## src/rtl/serial_compare_ctrl_pkg.sv

```systemverilog
// Shared types and constants for the serial nibble-by-nibble magnitude comparator.
package serial_compare_ctrl_pkg;

    localparam int NIBBLES_DEFAULT = 4;
    localparam int NIBBLE_W        = 4;

    typedef enum logic [1:0] {
        ST_IDLE = 2'd0,
        ST_RUN  = 2'd1,
        ST_DONE = 2'd2
    } state_e;

    // Digit index width, never narrower than one bit even for a single digit.
    function automatic int idx_width(input int nibbles);
        return (nibbles > 1) ? $clog2(nibbles) : 1;
    endfunction

endpackage

```

## src/rtl/serial_compare_ctrl_nibble_cmp.sv

```systemverilog
// Combinational unsigned comparison of one 4-bit digit pair.
module nibble_cmp
    import serial_compare_ctrl_pkg::*;
(
    input  logic [NIBBLE_W-1:0] a_i,
    input  logic [NIBBLE_W-1:0] b_i,
    output logic                lt_o,
    output logic                eq_o,
    output logic                gr_o
);

    assign lt_o = (a_i <  b_i);
    assign eq_o = (a_i == b_i);
    assign gr_o = (a_i >  b_i);

endmodule

```

## src/rtl/serial_compare_ctrl.sv

```systemverilog
// Serial unsigned comparator: walks the operands one nibble per cycle from the
// most significant digit and stops at the first differing digit.
module serial_compare_ctrl
    import serial_compare_ctrl_pkg::*;
#(
    parameter int NIBBLES = NIBBLES_DEFAULT
) (
    input  logic                    clk,
    input  logic                    rst_n,
    input  logic                    start,
    input  logic [4*NIBBLES-1:0]    a,
    input  logic [4*NIBBLES-1:0]    b,
    output logic                    busy,
    output logic                    done,
    output logic                    lt,
    output logic                    eq,
    output logic                    gr
);

    localparam int                IDX_W   = idx_width(NIBBLES);
    localparam int                OP_W    = NIBBLE_W * NIBBLES;
    localparam logic [IDX_W-1:0]  IDX_TOP = IDX_W'(NIBBLES - 1);

    state_e            state_q, state_d;
    logic [IDX_W-1:0]  idx_q,   idx_d;
    logic [OP_W-1:0]   a_q,     a_d;
    logic [OP_W-1:0]   b_q,     b_d;
    logic              lt_q,    lt_d;
    logic              eq_q,    eq_d;
    logic              gr_q,    gr_d;

    logic [NIBBLE_W-1:0] nib_a;
    logic [NIBBLE_W-1:0] nib_b;
    logic                nib_lt;
    logic                nib_eq;
    logic                nib_gr;

    assign nib_a = NIBBLE_W'(a_q >> (idx_q * NIBBLE_W));
    assign nib_b = NIBBLE_W'(b_q >> (idx_q * NIBBLE_W));

    nibble_cmp u_nibble_cmp (
        .a_i  (nib_a),
        .b_i  (nib_b),
        .lt_o (nib_lt),
        .eq_o (nib_eq),
        .gr_o (nib_gr)
    );

    always_comb begin
        // NOTE: every next-state signal gets its hold value first so no path leaves it unassigned (no latches).
        state_d = state_q;
        idx_d   = idx_q;
        a_d     = a_q;
        b_d     = b_q;
        lt_d    = lt_q;
        eq_d    = eq_q;
        gr_d    = gr_q;

        case (state_q)
            ST_IDLE: begin
                if (start) begin
                    a_d     = a;
                    b_d     = b;
                    idx_d   = IDX_TOP;
                    state_d = ST_RUN;
                end
            end
            ST_RUN: begin
                if (nib_gr) begin
                    {lt_d, eq_d, gr_d} = 3'b001;
                    state_d            = ST_DONE;
                end else if (nib_lt) begin
                    {lt_d, eq_d, gr_d} = 3'b100;
                    state_d            = ST_DONE;
                end else if (idx_q == '0) begin
                    {lt_d, eq_d, gr_d} = 3'b010;
                    state_d            = ST_DONE;
                end else begin
                    idx_d = idx_q - 1'b1;
                end
            end
            ST_DONE: begin
                state_d = ST_IDLE;
            end
            default: begin
                state_d = ST_IDLE;
            end
        endcase
    end

    // Status is decoded from the state register, so reset clears it without a clock edge.
    always_comb begin
        busy = (state_q != ST_IDLE);
        done = (state_q == ST_DONE);
    end

    assign lt = lt_q;
    assign eq = eq_q;
    assign gr = gr_q;

    // NOTE: async active-low reset in the sensitivity list; non-blocking assignments for all state.
    always_ff @(posedge clk or negedge rst_n) begin
        if (!rst_n) begin
            state_q <= ST_IDLE;
            idx_q   <= '0;
            a_q     <= '0;
            b_q     <= '0;
            lt_q    <= 1'b0;
            eq_q    <= 1'b0;
            gr_q    <= 1'b0;
        end else begin
            state_q <= state_d;
            idx_q   <= idx_d;
            a_q     <= a_d;
            b_q     <= b_d;
            lt_q    <= lt_d;
            eq_q    <= eq_d;
            gr_q    <= gr_d;
        end
    end

endmodule

```

## config.mk

```make
export PLATFORM = sky130hd
export DESIGN_NAME = serial_compare_ctrl
export DESIGN_NICKNAME = d
export VERILOG_FILES = /design/src/rtl/serial_compare_ctrl_pkg.sv /design/src/rtl/serial_compare_ctrl_nibble_cmp.sv /design/src/rtl/serial_compare_ctrl.sv
export SDC_FILE = /design/constraint.sdc
export NUM_CORES = 1
export LEC_CHECK = 0
export ABC_AREA = 1
export BUFFER_PORTS_ARGS = -buffer_cell sky130_fd_sc_hd__buf_2
export CAP_MARGIN = 20
export CORE_AREA = 2 2 74 76
export DETAILED_ROUTE_END_ITERATION = 16
export DIE_AREA = 0 0 76 78
export SETUP_SLACK_MARGIN = 0.1
export SYNTH_ARGS = -nofsm -noshare
export SYNTH_HDL_FRONTEND = slang
export SYNTH_SLANG_ARGS = --single-unit
```

## constraint.sdc

```tcl
create_clock -name clk -period 2.8 [get_ports clk]
set_clock_uncertainty 0.2 [all_clocks]
set_input_delay 0.28 -clock clk [delete_from_list [all_inputs] [get_ports clk]]
set_output_delay 0.28 -clock clk [all_outputs]
set_load 0.005 [all_outputs]
```

=== Word level (Yosys, flattened, before mapping) ===
Index checks and enable logic that the tools add are counted.

* Muxes and demuxes: 18
* Order comparisons: 2
* Equality and inequality tests: 7
* Add/subtract/negate cells: 1
* Shift-type cells: 2
* Multipliers: 0
* Bitwise logic cells: 0
* Reduce and logical (&&, ||, !) cells: 9
* Divide/modulo/power cells: 0

{| class="wikitable"
|+ Operator list
! kind !! number
|-
| 16-bit by 4-bit >> shifter with 4-bit output || 2
|-
| 2-bit two-way mux || 8
|-
| 1-bit two-way mux || 8
|-
| 2-bit != test (second input constant) || 4
|-
| 2-bit one-hot mux with 2 select lines || 2
|-
| 2-bit AND reduction || 3
|-
| 5-bit AND reduction || 1
|-
| 4-bit > comparator || 1
|-
| 2-bit logical NOT || 2
|-
| 4-bit less-than comparator || 1
|-
| 4-bit != test (second input constant) || 1
|-
| 2-bit nonzero test || 2
|-
| 3-bit nonzero test || 1
|-
| 2-bit by 1-bit equality test with 1-bit output (second input constant) || 1
|-
| 2-bit equality test (second input constant) || 1
|-
| 2-bit by 1-bit subtractor with 2-bit output (second input constant) || 1
|}

* Word-level logic and storage cells: 46
* Latch bits: 0
* Output and inout port bits: 5
* Memories: 0
* Input port bits: 35
* ROM bits: 0
* Flip-flop bits (word level): 39
* Memory bits (writable): 0

=== Longest topological paths before layout ===
Gate-level depths: netlist of run 1.

* Depth after elaboration: 5
* Gate-level depth with buffers: 15

=== Cells and area by module ===
Synthesis of run 1 repeated with hierarchy kept, for this count alone.

* Cells, all modules: 242
* Area, all modules: 1,933.1 um^2

{| class="wikitable"
|+ By module, submodules not included
! module !! times used !! cells an instance !! area an instance (um^2)
|-
| serial_compare_ctrl || 1 || 222 || 1,818.0
|-
| nibble_cmp || 1 || 20 || 115.1
|}

=== Worst setup path after synthesis of run 1 ===
OpenSTA, ideal clock, no wires.

* Kind: reg2reg
* Start: reg idx_q[0]
* End: reg idx_q[0]
* Period minus slack after synthesis: 2,140 ps
* Cell stages (with the launch flop): 13
* Data arrival time: 1,824 ps
* Slack: 660 ps
* Setup time: 117 ps
* Data required time: 2,483 ps
* Cell sequence: dfrtp_1 buf_4 clkinv_1 buf_2 o21ai_0 o22ai_1 ha_1 a21oi_1 nand2_1 nand2_1 nand2_2 nand2_1 nand2_1

* Cells in the longest elaborated chain, start to end: 5
* Elaborated cells between the ends (all ways): 14
* Classes of those cells: add/sub (1); order compare (2); eq/ne (3); shift (2); mux (4); reduce/logical (2)

{| class="wikitable"
|+ Ends and longest elaborated chain
! item !! RTL line !! source
|-
| from (decl) || serial_compare_ctrl.sv:25 || <nowiki>logic [IDX_W-1:0] idx_q, idx_d;</nowiki>
|-
| from (signal assigned) || serial_compare_ctrl.sv:113 || <nowiki>idx_q <= idx_d;</nowiki>
|-
| parallel branches: the longest is 5 deep, another holds 4-bit > comparator || - ||
|}

Several ways; the timed one is not identified. The select of a mux whose other input is x is not followed.
A chain may end at the register's enable or synchronous reset.

=== Worst setup path in the final report of run 1 ===
* Start: reg idx_q[0]
* End: reg idx_q[1]

The elaborated chain is that of the path after synthesis.

==> metrics.md, run 1 <==
| Metric | Value |
|---|---|
| Critical hold path startpoint | a[7] |
| Net count, final | ~250 |
| # rows | 26 |
| Post-synthesis cell area | 0.00196 mm² |
| Final instance area | 0.00232 mm² |
| Final Wtd Congestion | a little over 0.8 |
| CTS tree | done |
| Pint | 1.84 mW |
| Syn-to-layout area delta | 18.6% |
| Sequential Power Share | 0.363 |
| I/O pin count | 40 |
| CTS H-Tree Depth | 2 |
| Vias in the first global route | 1278 |
| DRT Wirelength | 3.70 mm |
| Post-layout min period | approximately 2400 ps |
| Combinational power share | 0.467 |
| Inst Count DP | between 200 and 300 |
| Sw Ratio | 0.357 |
| Cell taking the most area after synthesis | dfrtp_1 |
| Root buffer cell | clkbuf_8 |
| Register area share after synthesis | 0.498 |
| RSZ-0062 raised after global routing | no |
| GRT overflow | 0 |
| Fmax | about 0.42 GHz |
| Ys async rst share | 1.00 |
| Total power | approximately 2.9 mW |
| Clk sinks | 39 |
| Yosys warns | 0 |
| Die W | about 76 µm |
| Number of remaining DRC errors | 0 |
| Via count | ~1300 |
| Crit end category | flop |
| Via density | between 4 and 5 |
| Syn Area/Cell | roughly 12 µm² |
| MaxCap Viol Count | 0 |
| Multi-input logic area | around 890 µm² |
| Fillers | about 490 |
| Reg2Reg Depth | 10 |
| Initial antenna violation count | 0 |
| Hold depth | 2 |
| Clock Path Buffers | 2 |
| Crit start category | flop |
| Tightest Pin Transition | around 860 ps |
| Clock Latency Late Sink | just under 300 ps |
| TritonCTS Buffers | 5 |
| First-pass GRT wire length | slightly above 6 mm |
| Largest fanout on the critical path | 17 |
| Port buffer count | 39 |
| Crit path cell chain | clkinv_1 -> o21ai_0 -> o22ai_1 -> ha_1 -> a21oi_1 -> nand2_1 -> nand2_1 -> nand2_2 -> nand2_1 -> nand2_1 |
| Share of cells above drive strength 1 | 0.402 |
| Drt pass-1 iters | 6 |
| Worst relative slew slack | 0.425 |
| Most used DFF post-synth | dfrtp_1 |
| Gate Count Post-Synth | approximately 170 |
| Reg2reg setup slack | between 400 and 500 ps |
| Reg area | about 980 µm² |
| PwrDens | 1230 mW/mm² |
| Starting DRT DRC Count | 70 |
| Req. time, crit path | about 2800 ps |
| Flops & latches, synth | 39 |
| Fin cells | approximately 280 |
| Largest net degree at the start of global routing | 40 |
| Hold Path Class | in2reg |
| Drt wl/cell | between 10 and 15 µm |
| Reg2reg end | idx_q[1]$_DFFE_PN0P_ |
| Largest cells by area after synthesis | dfrtp_1, mux2_4, nand2_1, ha_1, mux2_2 |
| EDFF count, synth | 0 |
| Final hold viol count | 0 |
| Fin Setup TNS | 0 ps |
| Worst setup path class | reg2reg |
| Chip Height | roughly 80 µm |
| Commonest cells in the netlist | dfrtp_1, nand2_1, mux2_4 |
| Max-slew violations | 0 |
| Number of diodes | 0 |
| Utilization after layout | 0.461 |
| Die area | 0.00593 mm² |
| Period utilization | 0.843 |
| Synthesized Nets | about 210 |
| Clock transition at the registers of the reported paths | approximately 80 ps |
| Final setup fails | 0 |
| Top-count cell post-synth | dfrtp_1 |
| Post-DP HPWL | approximately 2.7 mm |
| Data arrival, critical path | 2350 ps |
| Initial cell density of the core | 0.389 |
| Clk pwr share | 0.170 |
| Count of cell types in the netlist | 21 |
| Worst r2r src | idx_q[0]$_DFFE_PN0P_ |
| Crit-path max cell delay | about 360 ps |
| GRT Overall Usage | 0.135 |
| ANT nets after route | 0 |
| End of the worst hold path | a_q[7]$_DFFE_PN0P_ |
| Placed Area | between 0.002 and 0.0025 mm² |
| Cell mode on critical path | nand2_1 |
| Worst setup path startpoint | idx_q[0]$_DFFE_PN0P_ |
| Total core area | between 0.005 and 0.006 mm² |
| Status | finished, final reports clean |
| Slowest CP cell | dfrtp_1 |
| Switching Power | roughly 1.0 mW |
| Worst IR Drop VDD | between 400 and 500 µV |
| LEAKAGE | between 1 and 1.5 nW |
| Top cell type's share of synthesized area | 0.498 |
==> cells by family (layout without fill, tap and decap cells) <==
group	after synthesis	after routing	share of synthesized area
AOI/OAI and AO/OA	22	22	0.0689
and+or+nand+nor	52	52	0.119
DFF	39	39	0.498
muxes	32	32	0.235
buffers and inverters	17	59	0.0466
adders and majority gates	5	5	0.0319
==> metal layers <==
metal / wire, µm / global-route usage / part of all wire / up-vias
met3: 185 / 0.0419 / 0.050 / 6
met4: 62 / 0.0545 / 0.017 / 0
li1: - / - / - / 651
met1: 1770 / 0.175 / 0.48 / 620
met5: 0 / 0 / 0 / -
met2: 1680 / 0.210 / 0.45 / 37
==> critical path: cells and delay by family (launching register included) <==
kind | cells | cell delay (ps)
buffers and inverters | 1 | 350
AND/OR/NAND/NOR | 5 | 420
flip-flops | 1 | 360
AO/OA/AOI/OAI | 3 | 590
adder cells (fa/ha/maj) | 1 | 330
==> area by class of cell <==
cell class,count,share of cell area
Multi-Input combinational cell,111,0.384
Clock inverter,2,0.0151
Inverter,10,0.0161
Tap cell,70,0.0377
Clock buffer,6,0.0355
Timing Repair Buffer,41,0.0915
Sequential cell,39,0.420
==> what timing repair did <==
action,4_1_cts,5_1_grt
endpoints found under the hold margin,39,0
endpoints found under the setup margin,0,0
resized for setup,0,0
hold buffers,1,0
setup buffers,0,0
==> worst max-delay path by stage <==
stage / cells after the start / slack [ps] / end
floorplan: 12 / 660 / idx_q[0]$_DFFE_PN0P_
global placement: 10 / 530 / idx_q[0]$_DFFE_PN0P_
detailed placement: 10 / 430 / idx_q[1]$_DFFE_PN0P_
CTS: 10 / 420 / idx_q[1]$_DFFE_PN0P_
global route: 10 / 230 / idx_q[0]$_DFFE_PN0P_
finish: 10 / 440 / idx_q[1]$_DFFE_PN0P_
==> power groups by stage <==
stage | logic, mW | registers, mW | clock network, mW
floorplan | 1.13 | 0.982 | 0
global placement | 1.32 | 1.06 | 0
detailed placement | 1.35 | 1.05 | 0
CTS | 1.36 | 1.04 | 0.503
global route | 1.52 | 1.08 | 0.526
finish | 1.34 | 1.04 | 0.488
==> cells in the final DEF (no fill, tap or decap) <==
cell type and count:
nand2_4 1, mux2_2 5, mux2_4 27, inv_1 9, a21oi_1 6, clkinv_1 1, buf_4 1, o21ai_0 8
clkbuf_8 6, nor2_1 10, nor2_4 2, clkinv_2 1, nand4_1 3, buf_2 39, dlygate4sd3_1 1, o22ai_1 4
nand2_2 1, a32o_1 4, bufinv_16 1, nand2_1 30, ha_1 5, dfrtp_1 39, nand3_1 5
==> per-stage QoR <==
step	setup WS [ps]	hold WS, ps
6_report	439	9.54
5_1_grt	228	0.122
4_1_cts	418	1.19
3_5_place_dp	433	242
3_3_place_gp	529	246
2_1_floorplan	660	-216
==> flip-flops by register name, summed over array words and instances, names as in the netlist <==
register / cells
lt: 1
gr: 1
idx_q: 2
a_q: 16
state_q: 2
eq: 1
b_q: 16
(Power assumes the default switching activity.)
==> run 2, diff against run 1 <==
- clock period: 2.8 -> 2.3 ns (I/O delays scaled with it)
==> metrics.md, run 2 (synthesized netlist as in run 1, its figures left out) <==
| Metric | Value |
|---|---|
| Status | finished, final reports clean |
| Fin cells | 318 (+14%) |
| LEAKAGE | 1.38 nW (+16%) |
| Utilization after layout | 0.556 (+0.0948) |
| CTS tree | done |
| Net count, final | 288 (+16%) |
| Largest registers | a_q (16), b_q (16) |
| Combinational power share | 0.552 (+0.085) |
| MaxCap Viol Count | 0 (unchanged) |
| Worst setup path startpoint | idx_q[0]$_DFFE_PN0P_ |
| Initial cell density of the core | 0.389 (unchanged) |
| Total core area | 0.00504 mm² (unchanged) |
| Clock transition at the registers of the reported paths | 70 ps (about the same) |
| Final Wtd Congestion | 0.822 (-1.1%) |
| Drt wl/cell | 13.6 µm (+3.0%) |
| Starting DRT DRC Count | 37 (-47%) |
| Via count | 1515 (+15%) |
| # rows | 26 (unchanged) |
| Inst Count DP | 272 (+0.74%) |
| GRT overflow | 0 (unchanged) |
| Drt pass-1 iters | 4 (-2) |
| Final hold viol count | 0 (unchanged) |
| Clk sinks | 39 (unchanged) |
| Via density | 4.76 (+1.2%) |
| Number of remaining DRC errors | 0 (unchanged) |
| Worst relative slew slack | 0.435 (+0.0106) |
| Chip Height | 78 µm (unchanged) |
| Worst r2r src | idx_q[0]$_DFFE_PN0P_ |
| RSZ-0062 raised after global routing | yes |
| Sequential Power Share | 0.330 (-0.033) |
| Die W | 76 µm (unchanged) |
| Tightest Pin Transition | 847 ps (-15.9 ps) |
| Largest fanout on the critical path | 7 (-10) |
| Req. time, crit path | 2330 ps (-460 ps) |
| Pint | 2.47 mW (+34%) |
| Syn-to-layout area delta | 42.9% |
| Post-DP HPWL | 2.68 mm (+0.60%) |
| PwrDens | 1400 mW/mm² (+14%) |
| Final worst-path setup slack | 63.8 ps (-375 ps) |
| Initial antenna violation count | 0 (unchanged) |
| DRT Wirelength | 4.34 mm (+17%) |
| Data arrival, critical path | 2260 ps (-90 ps) |
| Crit start category | flop |
| Clock Latency Late Sink | 290 ps (about the same) |
| I/O pin count | 40 (unchanged) |
| Worst setup path class | reg2reg |
| Most frequent cells in the layout | buf_2, dfrtp_1, dlygate4sd3_1 |
| Largest net degree at the start of global routing | 40 (unchanged) |
| Most common cell after layout, fill and taps aside | buf_2 |
| Share of cells above drive strength 1 | 0.444 (+0.0416) |
| Switching Power | 1.46 mW (+43%) |
| Die area | 0.00593 mm² (unchanged) |
| Pre-CTS WS | 68.6 ps (-364 ps) |
| ANT nets after route | 0 (unchanged) |
| Clock Path Buffers | 2 (unchanged) |
| Crit end category | flop |
| Number of diodes | 0 (unchanged) |
| Vias in the first global route | 1486 (+16%) |
| GRT Overall Usage | 0.147 (+0.0122) |
| Total power | 3.93 mW (+37%) |
| Hold Path Class | reg2reg |
| TritonCTS Buffers | 5 (unchanged) |
| Sw Ratio | 0.372 (+0.0144) |
| Critical hold path startpoint | eq$_DFFE_PN0P_ |
| Max-slew violations | 0 (unchanged) |
| Final setup fails | 0 (unchanged) |
| Worst IR Drop VDD | 769 µV (+69%) |
| Post-layout min period | 2240 ps (-125 ps) |
| Fillers | 438 (-11%) |
| Clk pwr share | 0.118 (-0.052) |
| CTS H-Tree Depth | 2 (unchanged) |
| Port buffer count | 39 (unchanged) |
| Period utilization | 0.972 (+0.129) |
| Fmax | 0.447 GHz (+5.6%) |
| First-pass GRT wire length | 6.87 mm (+11%) |
| Root buffer cell | clkbuf_8 |
## run 2: cell count changes in the layout (fill, tap and decap cells not counted), moves of 3 or more
cell and change:
nand2_1 -6, dlygate4sd3_1 +32, ha_1 -3, a32o_1 -3
o21ai_0 -3, buf_4 +3, ha_4 +3, nand2_2 +6
a32o_2 +3
## run 2: path summary, 6_finish.rpt
path | endpoint | slack, ps | depth (start not counted)
max | idx_q[1]$_DFFE_PN0P_ | 60 | 10
min | eq$_DFFE_PN0P_ | 300 | 2
max reg2reg | idx_q[1]$_DFFE_PN0P_ | 60 | 10
min reg2reg | eq$_DFFE_PN0P_ | 300 | 2
max in group asynchronous | idx_q[1]$_DFFE_PN0P_ | 940 | 2
min in group asynchronous | a_q[7]$_DFFE_PN0P_ | 380 | 2
## run 2: final cells by class
type                       instances  area [µm²]  share of cell area
sequential                        39         977               0.349
multi-input combinational        111         970               0.346
timing repair buffer              80         632               0.225
tap                               70        87.6              0.0312
clock buffer                       6        82.6              0.0295
inverter                          10        41.3              0.0147
timing repair inverter             1        7.51             0.00268
clock inverter                     1        5.00             0.00179
## run 2: metal layers
metal	wire length, µm	global-route usage	part of all wire	vias to the layer above
met5	0	0	0	-
met4	110	0.0491	0.025	0
met3	197	0.0372	0.045	11
met2	2160	0.252	0.50	40
met1	1870	0.181	0.43	731
li1	-	-	-	733
## run 2: worst max-delay path: stages, from the launching register on
cell	delay (ps)
dfrtp_1	420
buf_4	170
o21ai_0	250
o22ai_1	160
ha_4	300
nand4_1	180
nor2_1	190
nand2_2	90
nand2_2	80
nand2_1	70
nand2_1	50
## run 2: stage by stage
stage	area, µm²	TNS [ps]	hold slack, ps
after floorplan	1960	0	-266
after global placement	2210	0	189
after detailed placement	2210	0	194
after CTS	2650	0	311
after global routing	2800	-80.2	338
final	2800	0	305
## run 2: power by group through the flow
stage	Sequential, mW	Combinational, mW	Clock [mW]
floorplan	1.19	1.38	0
global placement	1.28	1.63	0
detailed placement	1.28	1.67	0
CTS	1.29	1.74	0.470
global route	1.35	2.35	0.503
finish	1.30	2.17	0.462
## run 2: repair_timing
action | in CTS | in global routing
cloned | 1 | 2
pin swaps | 0 | 9
hold buffers | 33 | 0
gates resized for setup | 3 | 23
endpoints found under the hold margin | 71 | 0
buffers inserted | 1 | 2
endpoints found under the setup margin | 4 | 7
